<file path="src/rtl/loader_pkg.sv">
// Shared definitions for the instruction-memory boot loader.
package loader_pkg;

    localparam int unsigned DEFAULT_DEPTH_WORDS = 1024;

    typedef enum logic [2:0] {
        LEN,
        DATA,
        CSUM,
        RUN,
        FAIL
    } loader_state_t;

    // States in which the loader is still consuming the byte stream.
    function automatic logic accepts_bytes(input loader_state_t s);
        return (s == LEN) || (s == DATA) || (s == CSUM);
    endfunction

endpackage

</file>
<file path="src/rtl/byte2word.sv">
// Little-endian byte-to-word assembler: lanes 0..2 are captured, lane 3
// completes the word combinationally so the caller sees it on the same edge.
module byte2word (
    input  logic        clk,
    input  logic        rst,
    input  logic [7:0]  byte_in,
    input  logic [3:0]  lane_en,
    output logic [31:0] word,
    output logic        word_valid
);

    logic [23:0] low_q;
    logic [23:0] low_d;

    // Capture the lower three byte lanes as they arrive.
    always_comb begin
        low_d = low_q;
        if (lane_en[0]) low_d[7:0]   = byte_in;
        if (lane_en[1]) low_d[15:8]  = byte_in;
        if (lane_en[2]) low_d[23:16] = byte_in;
    end

    // Lane storage register.
    always_ff @(posedge clk) begin
        if (rst) begin
            low_q <= '0;
        end else begin
            low_q <= low_d;
        end
    end

    assign word       = {byte_in, low_q};
    assign word_valid = lane_en[3];

endmodule

</file>
<file path="src/rtl/imem_loader.sv">
// Streams a length-prefixed, checksummed image into instruction memory and
// releases the CPU only once the checksum has been verified.
module imem_loader
    import loader_pkg::*;
#(
    parameter int unsigned DEPTH_WORDS = DEFAULT_DEPTH_WORDS,
    parameter int unsigned ADDR_W      = $clog2(DEPTH_WORDS)
) (
    input  logic              clk,
    input  logic              rst,
    input  logic [7:0]        in_data,
    input  logic              in_valid,
    output logic              in_ready,
    input  logic              start,
    output logic              imem_we,
    output logic [ADDR_W-1:0] imem_waddr,
    output logic [31:0]       imem_wdata,
    output logic              cpu_rst,
    output logic              done,
    output logic              err
);

    loader_state_t     state_q, state_d;
    logic [1:0]        cnt_q, cnt_d;
    logic [ADDR_W-1:0] idx_q, idx_d;
    logic [31:0]       len_q, len_d;
    logic [31:0]       sum_q, sum_d;

    logic              in_ready_q, in_ready_d;
    logic              imem_we_q, imem_we_d;
    logic [ADDR_W-1:0] imem_waddr_q, imem_waddr_d;
    logic [31:0]       imem_wdata_q, imem_wdata_d;
    logic              cpu_rst_q, cpu_rst_d;
    logic              done_q, done_d;
    logic              err_q, err_d;

    logic              accept;
    logic [3:0]        lane_en;
    logic [31:0]       word;
    logic              word_valid;
    logic              last_word;

    assign accept    = in_valid && in_ready_q;
    assign lane_en   = accept ? (4'b0001 << cnt_q) : 4'b0000;
    assign last_word = (32'(idx_q) == (len_q - 32'd1));

    byte2word u_b2w (
        .clk        (clk),
        .rst        (rst),
        .byte_in    (in_data),
        .lane_en    (lane_en),
        .word       (word),
        .word_valid (word_valid)
    );

    // State, datapath and output registers; reset returns to LEN with the CPU held.
    always_ff @(posedge clk) begin
        if (rst) begin
            state_q      <= LEN;
            cnt_q        <= '0;
            idx_q        <= '0;
            len_q        <= '0;
            sum_q        <= '0;
            in_ready_q   <= 1'b1;
            imem_we_q    <= 1'b0;
            imem_waddr_q <= '0;
            imem_wdata_q <= '0;
            cpu_rst_q    <= 1'b1;
            done_q       <= 1'b0;
            err_q        <= 1'b0;
        end else begin
            state_q      <= state_d;
            cnt_q        <= cnt_d;
            idx_q        <= idx_d;
            len_q        <= len_d;
            sum_q        <= sum_d;
            in_ready_q   <= in_ready_d;
            imem_we_q    <= imem_we_d;
            imem_waddr_q <= imem_waddr_d;
            imem_wdata_q <= imem_wdata_d;
            cpu_rst_q    <= cpu_rst_d;
            done_q       <= done_d;
            err_q        <= err_d;
        end
    end

    // Next-state and datapath update, driven by completed 32-bit fields.
    always_comb begin
        state_d = state_q;
        cnt_d   = cnt_q;
        idx_d   = idx_q;
        len_d   = len_q;
        sum_d   = sum_q;
        if (accept) cnt_d = cnt_q + 2'd1;
        case (state_q)
            LEN: begin
                if (word_valid) begin
                    len_d = word;
                    if (word == 32'd0)             state_d = CSUM;
                    else if (word > DEPTH_WORDS)   state_d = FAIL;
                    else                           state_d = DATA;
                end
            end
            DATA: begin
                if (word_valid) begin
                    sum_d = sum_q + word;
                    idx_d = idx_q + ADDR_W'(1);
                    if (last_word) state_d = CSUM;
                end
            end
            CSUM: begin
                if (word_valid) state_d = (word == sum_q) ? RUN : FAIL;
            end
            RUN, FAIL: begin
                if (start) begin
                    state_d = LEN;
                    cnt_d   = '0;
                    idx_d   = '0;
                    len_d   = '0;
                    sum_d   = '0;
                end
            end
            default: state_d = LEN;
        endcase
    end

    // Output decode from the upcoming state so every port comes from a flop.
    always_comb begin
        imem_we_d    = (state_q == DATA) && word_valid;
        imem_waddr_d = imem_we_d ? idx_q : imem_waddr_q;
        imem_wdata_d = imem_we_d ? word : imem_wdata_q;
        in_ready_d   = accepts_bytes(state_d);
        cpu_rst_d    = (state_d != RUN);
        done_d       = (state_d == RUN);
        err_d        = (state_d == FAIL);
    end

    assign in_ready   = in_ready_q;
    assign imem_we    = imem_we_q;
    assign imem_waddr = imem_waddr_q;
    assign imem_wdata = imem_wdata_q;
    assign cpu_rst    = cpu_rst_q;
    assign done       = done_q;
    assign err        = err_q;

endmodule

</file>
<file path="config.mk">
export PLATFORM = sky130hd
export DESIGN_NAME = imem_loader
export DESIGN_NICKNAME = d
export VERILOG_FILES = /design/src/rtl/loader_pkg.sv /design/src/rtl/byte2word.sv /design/src/rtl/imem_loader.sv
export SDC_FILE = /design/constraint.sdc
export NUM_CORES = 1
export LEC_CHECK = 0
export BUFFER_PORTS_ARGS = -buffer_cell sky130_fd_sc_hd__buf_2
export CAP_MARGIN = 15
export CELL_PAD_IN_SITES_DETAIL_PLACEMENT = 0
export CELL_PAD_IN_SITES_GLOBAL_PLACEMENT = 1
export CORE_AREA = 2 2 180 94
export CTS_BUF_LIST = sky130_fd_sc_hd__clkbuf_8 sky130_fd_sc_hd__clkbuf_16
export DETAILED_ROUTE_END_ITERATION = 16
export DIE_AREA = 0 0 182 96
export PLACE_DENSITY = 0.95
export SLEW_MARGIN = 10
export SYNTH_ARGS = -nofsm -noshare
export SYNTH_HDL_FRONTEND = slang
export SYNTH_SLANG_ARGS = --single-unit
</file>
<file path="constraint.sdc">
create_clock -name clk -period 5.95 [get_ports clk]
set_input_delay 1.19 -clock clk [delete_from_list [all_inputs] [get_ports clk]]
set_output_delay 1.19 -clock clk [all_outputs]
set_load 0.03 [all_outputs]
</file>
# Yosys cells after proc, flatten, opt, wreduce, memory -nomap -nowiden
# Index checks and enable logic that the tools add are counted.
[word_totals]
regBits = 150
latch_bits = 0
ram_bits = 0
romBits = 0
in_bits = 12
output_inout_bits = 47
wordCells = 68
memories = 0
[classes]
n_addsub = 4
multipliers = 0
n_div = 0
order_cmp = 1
eq_ne = 14
n_shift = 1
mux = 21
bitwise = 0
reduce_logical = 12
[op_table]
columns = ["cell", "count"]
rows = [
  ["$pmux W32 S2", 2],
  ["$mux W32", 3],
  ["$add A32 B32 Y32", 1],
  ["$eq A10 B32 Y1", 1],
  ["$eq A32 B32 Y1", 1],
  ["$gt A32 B11 Y1 const B", 1],
  ["$logic_not A32 Y1", 1],
  ["$sub A32 B1 Y32 const B", 1],
  ["$mux W3", 8],
  ["$mux W10", 2],
  ["$pmux W10 S2", 1],
  ["$eq A3 B2 Y1 const B", 4],
  ["$pmux W3 S4", 1],
  ["$add A10 B1 Y10 const B", 1],
  ["$eq A3 B1 Y1 const B", 2],
  ["$eq A3 B3 Y1 const B", 2],
  ["$logic_not A3 Y1", 2],
  ["$mux W2", 3],
  ["$ne A2 B2 Y1 const B", 3],
  ["$reduce_and A3 Y1", 2],
  ["$mux W4", 1],
  ["$reduce_bool A2 Y1", 2],
  ["$shl A1 B2 Y4 const A", 1],
  ["$ne A3 B2 Y1 const B", 1],
  ["4 further kinds", 6],
]

# Logic depth before layout (Yosys ltp)
# Gate-level depths: netlist of the first run.
[logic_depth]
ltp_word = 8
mapped_depth = 12
mapped_depth_nobuf = 12

# Hierarchy
# A second synthesis of the first run with hierarchy kept.
[hier_totals]
cells_unflattened = 974
area_unflattened_um2 = 7907.6
[modules_own_cells]
columns = ["module", "n_inst", "cells_per_inst", "area_each_um2", "seq_area_each_um2"]
rows = [
  ["imem_loader", 1, 888, 6980.4, 2522.4],
  ["byte2word", 1, 86, 927.1, 480.5],
]

# Worst setup path after synthesis of the first run
# No wires, ideal clock.
[synth_timing]
kind = "input port to flip-flop"
start = "in in_data[0]"
end = "reg sum_q[31]"
setup_time_ns = 0.114
arrival_time_ns = 2.889
t_required_ns = 5.836
path_slack_ns = 2.947
stages = 10
path_buffers = 0
cell_sequence = "ha_1 -> and3_1 -> and2_1 -> nand2_1 -> o31ai_1 -> a311oi_1 -> nand2b_1 -> o311a_1 -> mux2i_1 -> a21o_1"
[synth_via]
elab_chain_len = 3
[synth_rtl]
columns = ["element", "line_no", "text"]
rows = [
  ["start, declared", "imem_loader.sv:11", "input logic [7:0] in_data,"],
  ["$add A32 B32 Y32", "imem_loader.sv:106", "sum_d = sum_q + word;"],
  ["$mux W32", "imem_loader.sv:105", "if (word_valid) begin"],
  ["$pmux W32 S2", "imem_loader.sv:95", "case (state_q)"],
  ["end signal, assigned", "imem_loader.sv:76", "sum_q <= sum_d;"],
  ["end, declared", "imem_loader.sv:27", "logic [31:0] sum_q, sum_d;"],
]
# No other way between the ends. The select of a mux whose other input is x is not followed.
# A chain may end at the register's enable or synchronous reset.

# Worst setup path after layout of the first run
[layout_timing]
start = "reg u_b2w.low_q[0]"
end = "reg sum_q[24]"
[layout_via]
elab_chain_len = 3
[layout_rtl]
columns = ["element", "line_no", "text"]
rows = [
  ["start, declared", "byte2word.sv:12", "logic [23:0] low_q;"],
  ["start signal, assigned", "byte2word.sv:28", "low_q <= low_d;"],
  ["$add A32 B32 Y32", "imem_loader.sv:106", ""],
  ["$mux W32", "imem_loader.sv:105", ""],
  ["$pmux W32 S2", "imem_loader.sv:95", ""],
]
# No other way between the ends. The select of a mux whose other input is x is not followed.

==> results of run 1 <==
-- state kept, by name, summed over array words and instances (netlist names), 2 cells and up --
| register | cells |
|---|---|
| imem_waddr | 10 |
| state_q | 3 |
| imem_wdata | 32 |
| len_q | 32 |
| idx_q | 10 |
| cnt_q | 2 |
| u_b2w.low_q | 24 |
| sum_q | 32 |
-- per-stage QoR --
stage                     total power [mW]  hold WS (ps)  utilization (%)  std cells  setup WS [ps]
after floorplan                       1.14           454                -        923           2950
after CTS                             2.33           455             54.4       1175           2660
final                                 2.33           452             54.4       1175           2490
after detailed placement              1.19           444             50.5       1143           2410
after global routing                  2.39           473             54.4       1175           2440
after global placement                1.19           442             50.5       1143           2560
-- Yosys cell counts, types with 2 or more instances --
library cell / instances / area (sq um)
o22ai_1: 2 / 12.5
mux2i_1: 28 / 280
ha_1: 37 / 463
nor3_1: 16 / 80.1
o31a_1: 2 / 17.5
a21boi_1: 2 / 15.0
a22o_1: 17 / 149
dfxtp_1: 150 / 3000
or2_2: 2 / 12.5
o21bai_1: 3 / 22.5
nand4_1: 12 / 75.1
a22oi_1: 45 / 338
a211oi_1: 2 / 15.0
o21ai_0: 23 / 115
nor4bb_1: 2 / 20.0
nand3_1: 16 / 80.1
xnor2_1: 29 / 254
o21ai_1: 3 / 15.0
o21a_1: 5 / 37.5
a32oi_1: 2 / 17.5
nor3b_1: 5 / 37.5
or3_1: 7 / 43.8
nand2_1: 122 / 458
o31ai_1: 2 / 15.0
and3_1: 9 / 56.3
a31oi_1: 10 / 62.6
or4_1: 5 / 37.5
xor2_1: 18 / 158
nand2b_1: 5 / 31.3
clkbuf_1: 52 / 195
nor2_1: 115 / 432
and2_1: 5 / 31.3
nor2b_1: 3 / 18.8
o2111ai_1: 2 / 17.5
a21o_1: 20 / 150
nor4_1: 19 / 119
inv_1: 18 / 67.6
a21oi_1: 80 / 400
a2111oi_0: 2 / 17.5
-- per-layer routing --
metal	vias up	global-route usage, %	share of wire, %
met1	3276	41.0	51
met5	-	0	0.058
met4	2	5.44	0.67
li1	3364	-	-
met3	23	8.10	10
met2	318	36.0	38
-- kinds of logic after synthesis --
kind of cell	count (synthesis)	share of synthesized area (%)
and+or+nand+nor	351	21.2
AOI/OAI and AO/OA	237	20.5
DFF	150	39.4
buffers and inverters	72	3.56
xor gates and xnor gates	47	5.40
adders and majority gates	38	6.33
muxes	28	3.67
-- worst max path at each step --
| stage | from | to | cells past startpoint |
|---|---|---|---|
| after floorplan | in_data[0] | sum_q[31] | 10 |
| after global placement | in_valid | idx_q[9] | 7 |
| after detailed placement | in_valid | idx_q[9] | 7 |
| after CTS | u_b2w.low_q[0] | sum_q[24] | 12 |
| after global routing | u_b2w.low_q[0] | sum_q[24] | 12 |
| final | u_b2w.low_q[0] | sum_q[24] | 12 |
-- cell type report --
cell class	instances	area, sq um	share of cell area (%)
clock buffers	18	439	5.07
flip-flops and latches	150	3000	34.6
clock inverters	14	184	2.12
inverters	18	67.6	0.780
multi-input cells	701	4370	50.5
repair buffers	64	338	3.90
well taps	210	263	3.03
-- worst reg2reg max path: stages (launching register included) --
cell	delay, ps
dfxtp_1	560
ha_1	280
inv_1	70
fa_1	400
nor2b_1	130
o21ai_0	110
a21boi_1	330
o21a_1	250
o211a_1	250
a31oi_1	240
o31ai_1	390
xor2_1	150
a22o_1	210
-- power by group --
group	leakage [nW]	total (mW)	switching [mW]	internal [mW]
logic	2.26	0.131	0.0852	0.0461
clock network	0.305	1.16	0.472	0.684
registers	1.21	1.04	0.0235	1.01
==> results.txt, run 1 <==
The tools report the overall overflow remaining after global route as 0. The run gives 0 as the count of antenna-violating nets left after detailed routing. Among all flip-flop cells after synthesis, the most frequent one is dfxtp_1.

Synthesis produced a netlist with a net count of 973. The count of final setup violators was 0. During synthesis, Yosys emitted a total of 0 warnings. Hold path startpoint: imem_waddr[7]. After clock tree synthesis, the flow added hold-fix buffers numbering 0. Once the floorplan was initialized, standard cells occupied 47.9% of the core. The worst setup path is of the reg2reg kind. In this run the critical register-to-register path is captured at sum_q[24]. Most common cell after layout, fill and taps aside: dfxtp_1. The first global-routing pass estimated 35700 um of wire. Summing all non-filler instances in the final layout gives an area of 0.00867 sq mm. The area growth from synthesis to layout is 13.6%.

The run gives 0.938 as the final weighted congestion in routability-driven placement. The path with the worst hold slack has its endpoint at imem_waddr[7]. The number of I/O port buffers was 58. The tools report the number of clock sinks seen by CTS as 150. The maximum number of pins on one net before global-route repair is 74, and the initial DRC count is 681.

Adding up every negative setup slack in the final design gives 0 ps. The die is 96 um tall. The share of the Yosys chip area taken by registers is 39.4%. Dividing the detail-routed via count by the number of cells gives 5.94. The worst path buffer plus inverter count is 1, and the data arrival time of the critical path is 3790 ps. Global routing used 26.7% of the available tracks across all layers.

Placement-stage cell area: 0.00804 sq mm. The worst setup path is launched from a flip-flop. Synthesis produced 923 cells. The path depth of the worst reg2reg path works out to 12. At the pin with the least slew margin, the transition time is 1130 ps.

Row generation in the floorplan step produced 33 rows. The cell family contributing the most delay on the critical path is compound AO/OA/AOI/OAI gates. The top cell types in the final layout, fill and taps aside, are dfxtp_1, nand2_1, nor2_1. The critical path goes through ha_1 > inv_1 > fa_1 > nor2b_1 > o21ai_0 > a21boi_1 > o21a_1 > o211a_1 > a31oi_1 > o31ai_1 > xor2_1 > a22o_1.

The later pin in the worst-skew pair is clocked with a latency of 430 ps. The cell at the root of the clock tree was clkbuf_16. Setup repair after global routing left no endpoint under its margin. The run gives 4 as the H-tree depth. The worst hold path passes through 2 cells. After synthesis, the share of flip-flops with an asynchronous set or reset is 0%.

Across the run, the number of max-cap violations was 0. For this design the ratio of total power to cell area is 268 mW/mm^2. The tools report the die area as 0.0175 sq mm. The number of global-route vias before repair is 6302.

The run gives 289 MHz as the maximum clock frequency. A synthesized cell averages 8.26 sq um. The tightest min-delay check is of the reg2reg type. The run finished with clean final reports.

The logs give 13.1 ps for the worst clock skew and 6270 ps for the critical path required time. The tools report the initial antenna violation count as 1. Counting flops and latches in the post-synthesis netlist gives 150. TritonCTS built the clock tree. The number of max-slew violations in the final report came out at 0. The filler cells instantiated in the layout total 1488. The tools report the DRC violation count after routing as 0. Summed over all layers, the routed wires come to 22500 um. The net count of the finished layout was 1002. Clock tree synthesis inserted a total of 17 buffers. For flop-to-flop paths, the worst setup slack is 2490 ps. After floorplanning, the core was sized to cover 0.0159 sq mm. The run gives 0 as the number of gates resized after cts.

VDD sags by at most 0.193 mV. The clock-pin transition on the worst setup and hold timing paths is 70 ps. Number of distinct library cells after synthesis: 65. Along the worst path, the maximum fanout reaches 5. The longest individual stage delay on the worst path came out at 560 ps. After legalization and detailed placement, the total HPWL measured 15700 um.

The fraction of layout cells with a size suffix above 1 came out at 11.3%. The number of setup buffers added after CTS is 0. The leakage power was 3.77 nW; the antenna diode instance count was 0. For the number of primary I/O pins, the log shows 59.

The deepest clock path buffer count was 2. Measured along the x axis, the die boundary spans 182 um. Launching point of the worst reg2reg path: u_b2w.low_q[0].

Routed wire length per instance: 19.2 um. The worst path uses 58.2% of the clock period. The count of endpoints failing hold in the final timing report came out at 0. Across all layers, the routed design uses 6983 vias.

STA classifies the critical path endpoint as a flip-flop. After synthesis the cells add up to 0.00763 sq mm. For the number of iterations in the first detailed-routing pass, the log shows 5. Counting flops with a built-in enable in the synthesized netlist gives 0. Measured against its own limit, the worst slew margin works out to 24.4%.

The routed design could run at a clock period as short as 3460 ps. For this design, the slowest cell found on the critical path is dfxtp_1.
No activity file was read; power rests on OpenSTA's default activity.
==> inputs of run 2 (changes only) <==
--- a/config.mk
+++ b/config.mk
@@ -9,11 +9,11 @@
 export CAP_MARGIN = 15
 export CELL_PAD_IN_SITES_DETAIL_PLACEMENT = 0
 export CELL_PAD_IN_SITES_GLOBAL_PLACEMENT = 1
-export CORE_AREA = 2 2 180 94
+export CORE_AREA = 2 2 186 97
 export CTS_BUF_LIST = sky130_fd_sc_hd__clkbuf_8 sky130_fd_sc_hd__clkbuf_16
 export DETAILED_ROUTE_END_ITERATION = 16
-export DIE_AREA = 0 0 182 96
-export PLACE_DENSITY = 0.95
+export DIE_AREA = 0 0 188 99
+export PLACE_DENSITY = 0.91
 export SLEW_MARGIN = 10
 export SYNTH_ARGS = -nofsm -noshare
 export SYNTH_HDL_FRONTEND = slang
==> constraint.sdc (replaced) <==
create_clock -name clk -period 3.5 [get_ports clk]
set_input_delay 0.7 -clock clk [delete_from_list [all_inputs] [get_ports clk]]
set_output_delay 0.7 -clock clk [all_outputs]
set_load 0.03 [all_outputs]
==> run 2 against run 1 <==
  * Wire length rose by 1.7%
  * Cell count rose by 3.6%
  * Power rose by 71%
  * Clock skew barely moved
  * Non-clock buffer count rose by 18
  * Via count rose by 1.0%
  * Flip-flop and latch count did not move
  * Global-route usage fell by 1.8 points
  * Hold slack got worse by 3.1 ps
  * Utilization fell by 2.3 points
  * Die area rose by 6.5%
  * Largest cell class unchanged
  * Highest routed layer is now met4
==> results.txt, run 2 (same netlist as run 1, synthesis figures left out) <==
For this run, the top clock speed supported by timing is 316 MHz. Port buffering added 58 buffers. H-tree depth: 4. The clock reaches the later pin of the worst-skew pair after 440 ps. The element type at the critical path start is a flip-flop.

Leaving out fill and tap cells, the most frequent cell in the layout is dfxtp_1. The tree is rooted in a clkbuf_16. Final setup TNS: 0 ps. The path depth of the worst reg2reg path came out at 10.

For this block, the initial DRC count from the detailed router was 701. The tools report the placement-stage cell area as 0.00821 sq mm. For this configuration, the core starts out at a cell density of 44.9%. Data on the critical path is required at its endpoint by 3830 ps.

The initial antenna violation count is 0. The number of max-slew violations in the final report was 0. The run finished with clean final reports. Area inside the core boundary: 0.0170 sq mm.

Part of the cycle the worst path needs: 90.6%. The number of antenna diodes in the final layout is 0. The fraction of layout cells with a size suffix above 1 came out at 12.8%. Relative to the synthesized area, the layout overhead comes to 15.8%. The run gives 0 as the count of final setup violators. The tools report the routed via count as 7054.

Setup slack on the worst reg-to-reg path comes out at 330 ps. Slew at the pin closest to its max-slew limit: 1110 ps. The maximum fanout count along the critical path is 7, and the clock-pin transition on the worst setup and hold timing paths is 70 ps. The detail route stage leaves a number of antenna-violating nets equal to 0. The number of iterations in the first detailed-routing pass was 5. Across the routed clock network, the largest skew measured is 12.7 ps.

Setup repair after global routing left no endpoint under its margin. The number of global-route vias before repair is 6228. The count of endpoints failing hold in the final timing report is 0. The tools report the hold path startpoint as imem_wdata[8]. Using the TritonRoute via totals, the vias-per-cell ratio works out to 5.80.

Along the worst hold path, the cell count comes to 2. Counting along the longest clock path gives a buffer depth of 2. The die covers 0.0186 sq mm.

End point of the worst hold path: imem_wdata[8]. For the number of primary I/O pins, the log shows 59. For the final instance area, the log shows 0.00884 sq mm. The die height was 99 um; the final weighted congestion in routability-driven placement was 0.930. Across every metal layer, demand over resource in global routing totals 24.9%.

The tools report the endpoint type of the worst setup path as a flip-flop. The top cell types in the final layout, fill and taps aside, are dfxtp_1, nand2_1, nor2_1. The total power per unit cell area was 451 mW/mm^2. The run gives 1020 as the net count of the finished layout. The final period demand of the worst path was 3170 ps. Wires add up to 22900 um.

The worst pin sits at a relative slew slack of 26.0%. The HPWL after detailed placement is 16500 um. At the worst endpoint, the arrival time is 3500 ps. The tools report the launching point of the worst reg2reg path as len_q[0]. For this run, the share of the core covered by cells in the final layout is 52.1%. The layout has 1609 filler cells. For the number of maximum-capacitance constraint violations, the log shows 0. By startpoint and endpoint, the worst setup path is classified as reg2reg.

In the routed design, unresolved DRC markers number 0. The total overflow left after global routing is 0. The logs give 3.98 mW for the power after layout and 0.340 mV for the worst IR drop on VDD.

The width of the die came out at 188 um. The worst hold path belongs to the class reg2reg. The tools report the endpoint of the most critical register-to-register path as state_q[0].

The run gives 150 as the number of clock sinks seen by CTS. TritonCTS built the clock tree. Maximum number of pins on one net before global-route repair: 61. After detailed routing, the average wire length per cell comes to 18.8 um. The leakage power was 3.86 nW; the global-route wire length before repair was 36000 um.

In this run the core area contains 34 standard-cell rows. Clock tree synthesis inserted a total of 17 buffers.
==> run 2: changes by cell type in the layout (fill, tap and decap cells not counted), sizes merged <==
cell	delta
buf	+18
clkinv	+1
clkinvlp	+1
inv	-2
==> run 2: final cells by class <==
class | count | area [sq um] | share of cell area (%)
Timing Repair Buffer | 82 | 473 | 5.35
Multi-Input combinational cell | 701 | 4370 | 49.5
Clock buffer | 18 | 439 | 4.97
Sequential cell | 150 | 3000 | 34.0
Inverter | 18 | 67.6 | 0.765
Tap cell | 234 | 293 | 3.31
Clock inverter | 14 | 189 | 2.14
==> run 2: where the power goes <==
group | internal (mW) | switching (mW)
Clock | 1.16 | 0.811
Combinational | 0.0924 | 0.167
Sequential | 1.72 | 0.0270
Total | 2.98 | 1.01
==> run 2: worst max-delay path by stage <==
stage                 end  cells past startpoint     start  slack [ps]
5_1_grt        state_q[0]                     10  len_q[0]          80
2_1_floorplan  state_q[0]                     11  len_q[0]         750
6_report       state_q[0]                     10  len_q[0]         330
3_5_place_dp   state_q[0]                     10  len_q[0]         320
3_3_place_gp   state_q[0]                     10  len_q[0]         460
4_1_cts        state_q[0]                     10  len_q[0]         300
==> run 2: metrics by stage <==
stage	hold slack, ps	std cells	worst slack [ps]
finish	449	1217	331
detailed placement	447	1185	318
CTS	455	1217	305
global placement	439	1185	458
floorplan	454	923	749
global route	476	1217	84.6
==> run 2: routing by layer <==
layer	routed length [um]	GRT usage, %	vias to the layer above	part of all wire, %
li1	-	-	3405	-
met1	12200	40.9	3286	53
met2	7860	29.7	351	34
met3	2750	8.73	12	12
met4	121	4.48	0	0.53
met5	0	0	-	0
==> run 2: timing repair <==
action / CTS / global route
setup buffers: 0 / 0
endpoints found under the setup margin: 0 / 1
hold buffers: 0 / 0
resized for setup: 0 / 1
==> run 2: critical path, cell delays in order (launching register included) <==
cell,delay [ps]
dfxtp_1,340
inv_1,60
ha_1,210
or4b_1,610
or4_4,500
o31ai_2,240
o2111a_1,200
nand4_1,110
nor4b_2,420
a21boi_1,120
o31a_1,240
